===== config.mk =====
export PLATFORM = sky130hd
export DESIGN_NAME = mac_sequencer
export DESIGN_NICKNAME = d
export VERILOG_FILES = /design/src/rtl/mac_sequencer.sv
export SDC_FILE = /design/constraint.sdc
export NUM_CORES = 1
export LEC_CHECK = 0
export ABC_AREA = 1
export CAP_MARGIN = 20
export CORE_ASPECT_RATIO = 0.75
export CORE_MARGIN = 2
export CORE_UTILIZATION = 38
export DETAILED_ROUTE_END_ITERATION = 16
export GPL_ROUTABILITY_DRIVEN = 1
export GPL_TIMING_DRIVEN = 0
export PLACE_DENSITY = 0.87
export SKIP_CTS_REPAIR_TIMING = 1
export SLEW_MARGIN = 20
export SYNTH_ARGS = -nofsm -noshare
export SYNTH_HDL_FRONTEND = slang
export SYNTH_SLANG_ARGS = --single-unit

===== constraint.sdc =====
create_clock -name clk_i -period 3 [get_ports clk_i]
set_input_delay 0.3 -clock clk_i [delete_from_list [all_inputs] [get_ports clk_i]]
set_output_delay 0.3 -clock clk_i [all_outputs]
set_load 0.01 [all_outputs]

===== src/rtl/mac_sequencer.sv =====
// rtl/mac_sequencer.sv - dot-product job sequencer driving a MAC processing element
// Optional cycle counter enabled by defining MAC_SEQ_PERF_CNT_EN.
module mac_sequencer #(
    parameter int N = 16
) (
    input  logic        clk_i,
    input  logic        rst_i,
    input  logic        start_i,
    input  logic [1:0]  cfg_dimen_i,
    input  logic        s_valid_i,
    output logic        s_ready_o,
    input  logic [31:0] s_data_i,
    output logic        r_valid_o,
    input  logic        r_ready_i,
    output logic [31:0] r_data_o,
    output logic        busy_o,
    output logic        rst_add_o,
    output logic        rst_acc_o,
    output logic        rst_pc_o,
    output logic        mat_mux_o,
    output logic        write_mat_o,
    output logic        mac_ctrl_o,
    output logic        out_ready_o,
    output logic [31:0] datain_o,
    output logic [1:0]  dimen_o,
    input  logic        mac_done_i,
    input  logic [31:0] dataout_i,
    output logic [15:0] perf_cycles_o
);

    typedef enum logic [2:0] {
        IDLE, CLR, LOAD_A, SWAP, LOAD_B, MAC, READ, RESULT
    } state_t;

    localparam logic [4:0] MAX_LEN = 5'(N);

    state_t      state_q, state_d;
    logic [4:0]  cnt_q, cnt_d;
    logic [1:0]  dimen_q, dimen_d;
    logic [31:0] res_q, res_d;
    logic [4:0]  len_raw, len, cnt_inc;

    // Word count per operand: 2 << code, never beyond the PE buffer depth.
    assign len_raw = 5'd2 << dimen_q;
    assign len     = (len_raw > MAX_LEN) ? MAX_LEN : len_raw;
    assign cnt_inc = cnt_q + 5'd1;

    always_ff @(posedge clk_i or posedge rst_i) begin
        if (rst_i) begin
            state_q <= IDLE;
            cnt_q   <= '0;
            dimen_q <= '0;
            res_q   <= '0;
        end else begin
            state_q <= state_d;
            cnt_q   <= cnt_d;
            dimen_q <= dimen_d;
            res_q   <= res_d;
        end
    end

    always_comb begin
        state_d     = state_q;
        cnt_d       = cnt_q;
        dimen_d     = dimen_q;
        res_d       = res_q;
        s_ready_o   = 1'b0;
        r_valid_o   = 1'b0;
        rst_add_o   = 1'b0;
        rst_acc_o   = 1'b0;
        rst_pc_o    = 1'b0;
        mat_mux_o   = 1'b0;
        write_mat_o = 1'b0;
        mac_ctrl_o  = 1'b0;
        out_ready_o = 1'b0;
        datain_o    = '0;
        case (state_q)
            IDLE: begin
                if (start_i) begin
                    dimen_d = cfg_dimen_i;
                    state_d = CLR;
                end
            end
            CLR: begin
                rst_add_o = 1'b1;
                rst_acc_o = 1'b1;
                rst_pc_o  = 1'b1;
                cnt_d     = '0;
                state_d   = LOAD_A;
            end
            LOAD_A, LOAD_B: begin
                s_ready_o   = 1'b1;
                mat_mux_o   = (state_q == LOAD_A);
                write_mat_o = s_valid_i;
                datain_o    = s_data_i;
                if (s_valid_i) begin
                    if (cnt_inc == len) begin
                        cnt_d   = '0;
                        state_d = (state_q == LOAD_A) ? SWAP : MAC;
                    end else begin
                        cnt_d = cnt_inc;
                    end
                end
            end
            SWAP: begin
                rst_add_o = 1'b1;
                state_d   = LOAD_B;
            end
            MAC: begin
                mac_ctrl_o = 1'b1;
                if (mac_done_i) state_d = READ;
            end
            READ: begin
                out_ready_o = 1'b1;
                res_d       = dataout_i;
                state_d     = RESULT;
            end
            RESULT: begin
                r_valid_o = 1'b1;
                if (r_ready_i) state_d = IDLE;
            end
            default: state_d = IDLE;
        endcase
    end

    assign busy_o   = (state_q != IDLE);
    assign r_data_o = res_q;
    assign dimen_o  = dimen_q;

`ifdef MAC_SEQ_PERF_CNT_EN
    logic [15:0] perf_q, perf_d;

    // The accepting cycle counts as the job's first, so a clean job reads 3L+4.
    always_comb begin
        perf_d = perf_q;
        if (state_q == IDLE && start_i) begin
            perf_d = 16'd1;
        end else if (busy_o && !r_valid_o && perf_q != 16'hFFFF) begin
            perf_d = perf_q + 16'd1;
        end
    end

    always_ff @(posedge clk_i or posedge rst_i) begin
        if (rst_i) perf_q <= '0;
        else       perf_q <= perf_d;
    end

    assign perf_cycles_o = perf_q;
`else
    assign perf_cycles_o = '0;
`endif

endmodule

==> flow_summary.ini <==
[status]
run_status = finished, final reports clean

[logic_synthesis]
ys_ff_latch = 42
yosys-top-cells-area = dfrtp_1 (46%), nand2_1 (21%), inv_1 (7.9%), nor2_1 (7.4%), buf_4 (5.9%)
seq_area_frac_synth = 0.4580
syn_inst = 331
synth_top_area_frac = 0.4580
synth_area_leader_cell = dfrtp_1
ys.warnings.count = 0
synth.distinct_cells = 23
avgSynthCellArea_um2 = 6.933
synth_area_mm2 = 0.002295

[placed_design]
place_ws_ns = 0.8015
port_buffers = 147
gp_congestion = 0.8356
hpwl_um = 5394

[clock_network]
cts_tree = done
clk_pin_slew_worst_paths_ns = 0.08
insertion_delay_ns = 0.29
clock_path_buffers = 2
cts-root-buf = clkbuf_8
cts.sinks = 42
cts_buffers = 5
htree_levels = 2

[timing]
period_minus_slack_ns = 2.524
hold_viol = 0
setup-tns-final_ns = 0
max_freq_mhz = 396.2
slew_violations = 0
grt_setup_unrepaired = false
finalSetupViolCount = 0
setup_ws_ns = 0.4761
skew_ns = 0.005706
min_period_over_period = 0.8413
holdWs_ns = 0.3368

[drt]
drtIter0Drc = 66
wirelength_um = 6617
vias_per_cell = 4.222
detail-route-antenna-nets = 0
wl_per_cell_um = 11.41
route.detailed.drc = 0
vias = 2449
drtPass1Iterations = 4

[final_layout]
nets = 574
multi_input_area_um2 = 925.9
syn_to_final_growth_pct = 76.77
seqCellArea_mm2 = 0.001051
drive_above_1_share = 0.08167
layout_common_cells = clkdlybuf4s50_1 (147), nand2_1 (128), inv_1 (47), nor2_1 (45), dfrtp_1 (42)
final_util = 0.6963
antenna-diode-count = 0
fillers = 481
layout_commonest_cell = clkdlybuf4s50_1

[worst_hold_path]
holdCritPathClass = input port to async pin

[critical_path]
r2r-start = cnt_q[0]$_DFFE_PP0P_
ff2ff_path_depth = 11
worst_setup_path_start_kind = register
cp.arrival_ns = 2.22
cp_max_fo = 10
r2r_setup_slack_ns = 1.15
endpoint_kind = output port
path_class = register to output port
cp.required_ns = 2.70
reg2reg_to = state_q[1]$_DFFE_PP0P_

[global_route]
grt_pass1_wl_um = 10470
grt_usage = 0.1957
grt_max_degree = 23
grt_pass1_vias = 2171
grt_overflow_total = 0
antenna_found_initial = 0

[die]
die_x_um = 93.73
core_area_mm2 = 0.005826
io_pins = 164
initial_core_util = 0.3939
fp.dieArea_mm2 = 0.006683
fp.dieH_um = 71.30
fp-row-count = 24

[job]
cap_violations = 0

[power]
ir_drop_mv = 0.5001
powerDensity_mw_per_mm2 = 906.9
p_leak_nw = 2.076
[layout make-up]
| type | count | share of cell area |
|---|---|---|
| clock inverters | 3 | 0.009870 |
| plain buffers | 29 | 0.04411 |
| multi-input cells | 223 | 0.2283 |
| repair buffers | 148 | 0.3695 |
| well taps | 78 | 0.02406 |
| inverters | 52 | 0.04812 |
| flip-flops and latches | 42 | 0.2591 |
| clock buffers | 5 | 0.01696 |
[worst max-delay path by stage]
| stage | cells after the start | startpoint | slack, ns | endpoint |
|---|---|---|---|---|
| floorplan | 6 | state_q[0]$_DFFE_PP0P_ | 1.45 | datain_o[0] |
| global placement | 5 | state_q[0]$_DFFE_PP0P_ | 0.81 | out_ready_o |
| detailed placement | 5 | state_q[0]$_DFFE_PP0P_ | 0.80 | out_ready_o |
| CTS | 5 | state_q[0]$_DFFE_PP0P_ | 0.46 | out_ready_o |
| global route | 7 | state_q[0]$_DFFE_PP0P_ | 0.33 | datain_o[20] |
| finish | 5 | state_q[0]$_DFFE_PP0P_ | 0.48 | out_ready_o |
[where the power goes]
part	leakage, nW	switching (mW)	internal (mW)	total (mW)
Sequential	0.519	0.174	0.831	1.00
Clock	0.0579	0.193	0.245	0.438
Combinational	1.50	1.10	1.14	2.24
Total	2.08	1.47	2.21	3.68
[stage by stage]
stage / std cells / area, um^2 / power, mW
3_3_place_gp: 571 / 3920 / 3.198
2_1_floorplan: 346 / 2351 / 2.059
5_1_grt: 580 / 4056 / 3.984
3_5_place_dp: 572 / 3948 / 3.266
4_1_cts: 580 / 4056 / 3.717
6_report: 580 / 4056 / 3.679
[state kept, by name, summed over array words and instances (netlist names)]
signal,flops
r_data_o,32
cnt_q,5
state_q,3
dimen_o,2
[critical path, stage by stage, from the launching register on]
cell,delay (ns)
dfrtp_1,0.43
inv_2,0.12
nand2_2,0.09
nor2_2,0.28
clkbuf_1,0.39
clkdlybuf4s50_1,0.62
[cell families (layout without fill, tap and decap cells)]
| group | after synthesis | after routing | share of synthesized area |
|---|---|---|---|
| xor+xnor | 1 | 1 | 0.003817 |
| other cells | 1 | 16 | 0.001634 |
| mux | 1 | 1 | 0.004907 |
| fa+ha+maj | 1 | 1 | 0.005452 |
| flops | 42 | 42 | 0.4580 |
| simple gates | 194 | 194 | 0.3342 |
| compound gates | 10 | 10 | 0.02890 |
| buf+inv | 81 | 237 | 0.1630 |
[metal layers]
metal | share of wire | wire length (um) | track usage
met1 | 0.43 | 2847 | 0.2665
met5 | 0 | 0 | 0
met2 | 0.51 | 3369 | 0.3246
met3 | 0.050 | 329 | 0.04101
met4 | 0.011 | 71 | 0.04348
[synthesized netlist by cell type, drive strengths merged]
| cell type | instances |
|---|---|
| or2 | 1 |
| nand3 | 9 |
| clkbuf | 9 |
| mux2 | 1 |
| nor2 | 47 |
| a21oi | 1 |
| dfrtp | 42 |
| ha | 1 |
| nand4 | 4 |
| buf | 20 |
| nand2 | 131 |
| o22ai | 4 |
| o21ai | 5 |
| nor3 | 2 |
| xor2 | 1 |
| conb | 1 |
| inv | 52 |
(Power assumes the default switching activity.)
